<file path="src/rtl/serial_subtractor_if.sv">
// serial_subtractor_if: start/busy/done handshake and operand/result bus for the serial subtractor
interface serial_subtractor_if #(
    parameter int WIDTH = 4
);
    logic             start;
    logic [WIDTH-1:0] a;
    logic [WIDTH-1:0] b;
    logic             bin;
    logic [WIDTH-1:0] diff;
    logic             bout;
    logic             zero;
    logic             busy;
    logic             done;

    modport master (output start, a, b, bin, input diff, bout, zero, busy, done);
    modport slave  (input start, a, b, bin, output diff, bout, zero, busy, done);
endinterface

</file>
<file path="src/rtl/serial_subtractor.sv">
// serial_subtractor: bit-serial a - b - bin, LSB first, one full-subtractor cell
module serial_subtractor #(
    parameter int WIDTH = 4
) (
    input  logic               clk,
    input  logic               rst,
    serial_subtractor_if.slave bus
);
    localparam int CW = $clog2(WIDTH);

    typedef enum logic [1:0] {IDLE, RUN, DONE} state_t;

    state_t           state, nxt;
    logic [WIDTH-1:0] sa, sb, res, res_n;
    logic [CW-1:0]    cnt;
    logic             br, br_n, d, last, load;

    assign bus.busy = state == RUN;
    assign bus.done = state == DONE;

    // full-subtractor cell on the current LSBs, and next-state selection
    always_comb begin
        d     = sa[0] ^ sb[0] ^ br;
        br_n  = (~sa[0] & sb[0]) | (~(sa[0] ^ sb[0]) & br);
        res_n = WIDTH'({d, res} >> 1);
        last  = cnt == CW'(WIDTH - 1);
        load  = bus.start && state != RUN;
        nxt   = state == RUN ? (last ? DONE : RUN) : (bus.start ? RUN : IDLE);
    end

    // state register
    always_ff @(posedge clk) begin
        if (rst) state <= IDLE;
        else     state <= nxt;
    end

    // operand shifters, borrow flop, bit counter and published result
    always_ff @(posedge clk) begin
        if (rst) begin
            sa       <= '0;
            sb       <= '0;
            res      <= '0;
            br       <= 1'b0;
            cnt      <= '0;
            bus.diff <= '0;
            bus.bout <= 1'b0;
            bus.zero <= 1'b0;
        end else if (load) begin
            sa  <= bus.a;
            sb  <= bus.b;
            br  <= bus.bin;
            cnt <= '0;
        end else if (state == RUN) begin
            sa  <= sa >> 1;
            sb  <= sb >> 1;
            br  <= br_n;
            res <= res_n;
            cnt <= cnt + CW'(1);
            if (last) begin
                bus.diff <= res_n;
                bus.bout <= br_n;
                bus.zero <= res_n == '0;
            end
        end
    end
endmodule

</file>
<file path="src/flat_wrapper.sv">
// flat-port wrapper written by rule: the top's interface ports become plain ports
module serial_subtractor_flat 
#(
    parameter int WIDTH = 4
)
  (clk, rst, bus_start, bus_a, bus_b, bus_bin, bus_diff, bus_bout, bus_zero, bus_busy, bus_done);
  serial_subtractor_if #(.WIDTH(WIDTH)) bus_i ();
  input  logic clk;
  input  logic rst;
  input wire logic [$bits(bus_i.start)-1:0] bus_start;
  input wire logic [$bits(bus_i.a)-1:0] bus_a;
  input wire logic [$bits(bus_i.b)-1:0] bus_b;
  input wire logic [$bits(bus_i.bin)-1:0] bus_bin;
  output wire logic [$bits(bus_i.diff)-1:0] bus_diff;
  output wire logic [$bits(bus_i.bout)-1:0] bus_bout;
  output wire logic [$bits(bus_i.zero)-1:0] bus_zero;
  output wire logic [$bits(bus_i.busy)-1:0] bus_busy;
  output wire logic [$bits(bus_i.done)-1:0] bus_done;
  assign bus_i.start = bus_start;
  assign bus_i.a = bus_a;
  assign bus_i.b = bus_b;
  assign bus_i.bin = bus_bin;
  assign bus_diff = bus_i.diff;
  assign bus_bout = bus_i.bout;
  assign bus_zero = bus_i.zero;
  assign bus_busy = bus_i.busy;
  assign bus_done = bus_i.done;
  serial_subtractor #(.WIDTH(WIDTH)) u_core (.clk(clk), .rst(rst), .bus(bus_i));
endmodule
</file>
<file path="config.mk">
export PLATFORM = sky130hd
export DESIGN_NAME = serial_subtractor_flat
export DESIGN_NICKNAME = d
export VERILOG_FILES = /design/src/rtl/serial_subtractor_if.sv /design/src/rtl/serial_subtractor.sv /design/src/flat_wrapper.sv
export SDC_FILE = /design/constraint.sdc
export NUM_CORES = 1
export LEC_CHECK = 0
export CELL_PAD_IN_SITES_DETAIL_PLACEMENT = 0
export CELL_PAD_IN_SITES_GLOBAL_PLACEMENT = 1
export CORE_MARGIN = 5
export CORE_UTILIZATION = 36
export DETAILED_ROUTE_END_ITERATION = 10
export HOLD_SLACK_MARGIN = 0.15
export PLACE_DENSITY_LB_ADDON = 0.1
export SETUP_SLACK_MARGIN = 0.2
export SLEW_MARGIN = 20
export SYNTH_ARGS = -nofsm -noshare
export SYNTH_HDL_FRONTEND = slang
export SYNTH_SLANG_ARGS = --single-unit
</file>
<file path="constraint.sdc">
create_clock -name clk -period 2.05 [get_ports clk]
set_clock_uncertainty 0.15 [all_clocks]
set_input_delay 0.205 -clock clk [delete_from_list [all_inputs] [get_ports clk]]
set_output_delay 0.205 -clock clk [all_outputs]
set_load 0.03 [all_outputs]
</file>
Word-level counts from Yosys, hierarchy flattened
Index checks and enable logic that the tools add are counted.
- $add $sub $neg: 1
- multipliers: 0
- divide/modulo/power cells: 0
- $lt $le $gt $ge: 0
- equality and inequality tests: 4
- shifts and indexed selects: 0
- multiplexer cells: 9
- bitwise logic cells: 8
- reductions and logical operators: 6
- operator list (cell ; count):
    2-to-1 mux 4 bit ; 4
    equality test 2 bit (second input constant) ; 2
    zero test 4 bit ; 1
    2-to-1 mux 2 bit ; 2
    2-to-1 mux 1 bit ; 3
    NOT 1 bit ; 3
    AND reduction 3 bit ; 1
    adder 2 x 1 -> 2 bit (second input constant) ; 1
    AND 1 bit ; 2
    equality test 2 x 1 -> 1 bit (second input constant) ; 1
    != test 2 x 1 -> 1 bit (second input constant) ; 1
    AND reduction 2 bit ; 1
    nonzero test 2 bit ; 1
    OR reduction 2 bit ; 1
    XOR 1 bit ; 2
    logical AND 1 bit ; 1
    bitwise OR 1 bit ; 1
- register bits: 23
- bits in latches: 0
- memory bits (writable): 0
- ROM bits: 0
- input port bits: 12
- output and inout bits: 8
- memories: 0

Depth between registers and ports, before layout
- depth after elaboration: 6
- mapped depth: 5
- depth with buffers taken out: 5

Worst setup path before layout
OpenSTA, ideal clock, no wires.
- path kind: register to register
- start: register u_core.sb[0]
- end: register u_core.bus.zero
- data arrival time: 1.205 ns
- required time: 1.829 ns
- path slack: 0.624 ns
- stages on the path, launching flop included: 6
- buffers on the path: 0
- period minus slack after synthesis: 1.426 ns
- cells stage by stage: dfxtp_1 > inv_1 > fa_1 > nor4_1 > nand2_1 > a21oi_1
- word-level cells in the longest chain between the ends: 3
- RTL lines (item ; line ; RTL):
    start: declaration ; serial_subtractor.sv:14 ; logic [WIDTH-1:0] sa, sb, res, res_n;
    start signal: assignment ; serial_subtractor.sv:50 ; sb <= bus.b;
    start signal: assignment ; serial_subtractor.sv:55 ; sb <= sb >> 1;
    XOR 1 bit (2 in a row) ; serial_subtractor.sv:23 ; d = sa[0] ^ sb[0] ^ br;
    net u_core.d ; serial_subtractor.sv:16 ; logic br, br_n, d, last, load;
    zero test 4 bit ; serial_subtractor.sv:62 ; bus.zero <= res_n == '0;
    end signal: assignment ; serial_subtractor.sv:47 ; bus.zero <= 1'b0;
    end signal: assignment ; serial_subtractor.sv:62 ;
    end: declaration ; serial_subtractor_if.sv:16 ; modport slave (input start, a, b, bin, output diff, bout, zero, busy, done);
The timed path passes the listed nets, and every way through them passes these cells.
A chain may end at the register's enable or synchronous reset.

Worst setup path after layout
- start: register u_core.state[1]
- end: output port bus_busy
- word-level cells in the longest chain between the ends: 1
- RTL lines (item ; line ; RTL):
    start: declaration ; serial_subtractor.sv:13 ; state_t state, nxt;
    start signal: assignment ; serial_subtractor.sv:34 ; else state <= nxt;
    equality test 2 x 1 -> 1 bit ; serial_subtractor.sv:18 ; assign bus.busy = state == RUN;
    end: declaration ; flat_wrapper.sv:17 ; output wire logic [$bits(bus_i.busy)-1:0] bus_busy;
Every way passes these cells.

==> summary by stage <==
Floorplanning
Once the floorplan was initialized, standard cells occupied between 30 and 40% of the core. The floorplan core area is 2480 sq um. The width of the die is around 61 microns. The die is ~61 microns tall.

The number of top-level pins is 20. In this run the core area contains 18 standard-cell rows. The die area is around 3700 sq um.

Power
The internal power of the cells totals roughly 0.57 mW. The share of total power dissipated in combinational logic is 14.9%. Net switching is 25.1% of the power.

The power spent charging and discharging nets is just under 0.2 mW. The maximum vdd ir drop is ~500 uV. Per report_power, the sequential group accounts for approximately three fifths of the total. In this run the power density over the cells is 666 nW/um^2. The clock network is responsible for about a quarter of the overall power.

The leakage dissipation is roughly 0.45 nW.

Clocking
The tree is rooted in a clkbuf_4. At the later pin of the worst-skew pair, clock insertion delay measures 300 ps. Clock tree synthesis found a total of 22 sinks. The H-tree depth reported by CTS is 1. TritonCTS built the clock tree. The clock buffer count from CTS is 3. The clock slew seen by the registers of the worst setup and hold paths is 120 ps. The total of hold buffers inserted after clock tree synthesis is 0.

The clock passes through at most 2 buffers.

Synth
The cell area after synthesis is just over 900 sq um. The share of synthesized registers carrying an async set or reset is 0%. Of the post-synthesis cell area, the dominant cell type holds between 40% and 50%. In this run, synthesis produced a sequential element count of 22. The cell count after synthesis is approximately 100.

For this run, the leading register cell type out of synthesis is dfxtp_1. The number of different library cells used by synthesis comes to 25. The total of warnings raised by yosys is 0. The per-instance average area after synthesis is approximately 9.5 sq um.

The most common cell in the synthesized netlist is dfxtp_1. Yosys mapped a number of flops with a built-in enable equal to 0. The commonest cells after synthesis are dfxtp_1, nand2_1, a21oi_1.

Ranked by total cell area, the synthesized netlist is headed by dfxtp_1, mux2i_1, nand2_1, a211oi_2, a21oi_1. The cell type with the largest total area after synthesis is dfxtp_1. The net count of the mapped netlist is about 110. The sequential element share of the synthesized area is 47.1%.

Cells and area
The growth of design area from synthesis to finish is 23.0%. The share of the core filled with cells is 46.4%. After filler insertion, the fill cell instance count of the layout stands at ~260. The post-route netlist has between 10% and 20% of its cells at a drive strength greater than 1. The antenna diode instance count is 0. The number of standard cells in the layout, taps in and fillers out is roughly 150. For this run, the post-layout net count is roughly 130. The area of all placed cells without fillers is 1150 sq um.

Detailed routing
In the routed design, unresolved DRC markers number 0. In the final routed layout, each cell accounts on average for about 11 microns. The count of vias placed by the detailed router is around 700. The first-pass iteration count of the detailed router is 4. The number of nets still failing antenna checks after routing is 0. The first routing iteration left 10 violations. The routed wire length is between 1500 and 2000 microns. The via count normalized by instance count is around 4.8.

Setup path
STA classifies the critical path endpoint as an output port. The sort of element at the start of the critical path is a flop. The required time at the worst-slack endpoint is roughly 1700 ps. The register-to-register setup slack is between 400 and 500 ps. The worst setup path is of the flop to output port kind. The path depth of the worst reg2reg path is 5. In this run the critical register-to-register path is captured at u_core.bus.zero$_SDFFE_PP0P_.

The worst path arrival time is 1340 ps. Of all nets on the critical path, the largest fanout is 10. The startpoint identified for the worst register-to-register timing path is u_core.sb[0]$_SDFFE_PP0P_.

Timing
Setup repair after global routing left no endpoint under its margin. Counting I/O delays and the setup requirement, the final critical path takes 1700 ps. The total negative setup slack is 0 ps.

The number of hold violations in the final report is 0. The worst slew slack as a fraction of its limit is between 60% and 70%. Setup violations remaining at the end of the flow were counted as 0.

Of the available clock period, the critical path in the final layout requires 82.8%. At the pin with the least slew margin, the transition time is about 580 ps. The fmax is ~590 MHz. Setup slack on the critical path of the routed design comes to approximately 350 ps. The max-slew violation count is 0.

Global route
The initial antenna violation count came to 0. The number of global-route vias before repair was between 600 and 700. Entering global routing, the biggest net connects 23 pins. The first global-routing pass estimated about 2900 microns of wire.

The total overflow left after global routing is 0. Global routing used a little over a tenth of the available tracks.

Place
The total of buffers placed on input and output ports is 19. The post-placement cell area is around 1100 sq um. Routability-driven placement finished with a final weighted congestion of 0.650.

Including well taps, the total number of placed cells is 143. The post-DP HPWL is roughly 1200 microns. Prior to clock tree synthesis, the placed netlist has a worst setup slack of approximately 300 ps.

Outcome
The flow ran to the end, and the final reports show no timing, DRC or antenna violations.

Min path
The worst hold path terminates at u_core.bus.zero$_SDFFE_PP0P_. The worst hold-check path type is flop to flop. The worst hold path passes through 2 cells. The hold path startpoint is u_core.bus.zero$_SDFFE_PP0P_.

Flow run
The number of violations of the max-capacitance limit is 0.
[power groups by stage]
stage	sequential, mW	combinational (mW)	clock (mW)
finish	0.460	0.114	0.192
global route	0.463	0.127	0.217
CTS	0.460	0.116	0.202
detailed placement	0.469	0.115	0
global placement	0.469	0.114	0
floorplan	0.467	0.0828	0
[registers in the layout, indices dropped and copies added (netlist names)]
register         flops
u_core.br            1
u_core.bus.bout      1
u_core.bus.diff      4
u_core.bus.zero      1
u_core.cnt           2
u_core.res           3
u_core.sa            4
u_core.sb            4
u_core.state         2
[worst max path at each step]
stage          slack (ps)                           end  depth (start not counted)                  startpoint
2_1_floorplan         620  u_core.bus.zero$_SDFFE_PP0P_                          5   u_core.sb[0]$_SDFFE_PP0P_
3_3_place_gp          330     u_core.sb[0]$_SDFFE_PP0P_                          3                   bus_start
3_5_place_dp          300     u_core.sb[0]$_SDFFE_PP0P_                          3                   bus_start
4_1_cts               220                      bus_done                          2  u_core.state[1]$_SDFF_PP0_
5_1_grt               260                      bus_busy                          3  u_core.state[1]$_SDFF_PP0_
6_report              350                      bus_busy                          3  u_core.state[1]$_SDFF_PP0_
[cells by family (layout without fill, tap and decap cells)]
logic type,Yosys count,after routing,share of synthesized area [%]
simple gates,37,37,17.9
mux,8,8,8.57
buf+inv,9,27,6.83
compound gates,20,20,16.1
flops,22,22,47.1
fa+ha+maj,2,2,3.48
[worst max-delay path, cell delays in order (launching register included)]
cell and delay [ps]:
dfxtp_1 340, nand2b_2 290, inv_2 210, buf_4 190
[stage by stage]
step / hold WS [ps] / power (mW)
3_5_place_dp: 295 / 0.585
3_3_place_gp: 287 / 0.583
2_1_floorplan: 121 / 0.550
5_1_grt: 326 / 0.807
6_report: 307 / 0.765
4_1_cts: 312 / 0.778
[cell type report]
class	count	area (sq um)	share of cell area [%]
sequential	22	440	38.3
multi-input combinational	67	433	37.6
timing repair buffer	21	205	17.8
tap	30	37.5	3.26
clock buffer	3	22.5	1.96
inverter	3	11.3	0.979
[per-layer routing]
layer | part of all wire, % | wire (microns) | global-route usage, %
met3 | 5.8 | 97 | 4.47
met1 | 43 | 716 | 12.4
met2 | 50 | 827 | 17.7
met4 | 1.1 | 19 | 3.72
met5 | 0 | 0 | 0
[cell usage in the layout (no fill, tap or decap), drive strengths merged, types with 2 or more instances in the layout]
cell type and count:
dfxtp 22, nand2 18, clkdlybuf4s50 17, a21oi 10, nor2 9, mux2i 8
a211oi 7, nand3b 3, clkbuf 3, buf 3, inv 3, nor3 2
nand2b 2
[timing repair]
item                       CTS  global route
gates cloned                 0             0
setup endpoints to repair    1             1
setup buffers                0             0
gates resized for setup      1             1
pin swaps                    0             0
(Power assumes the default switching activity.)
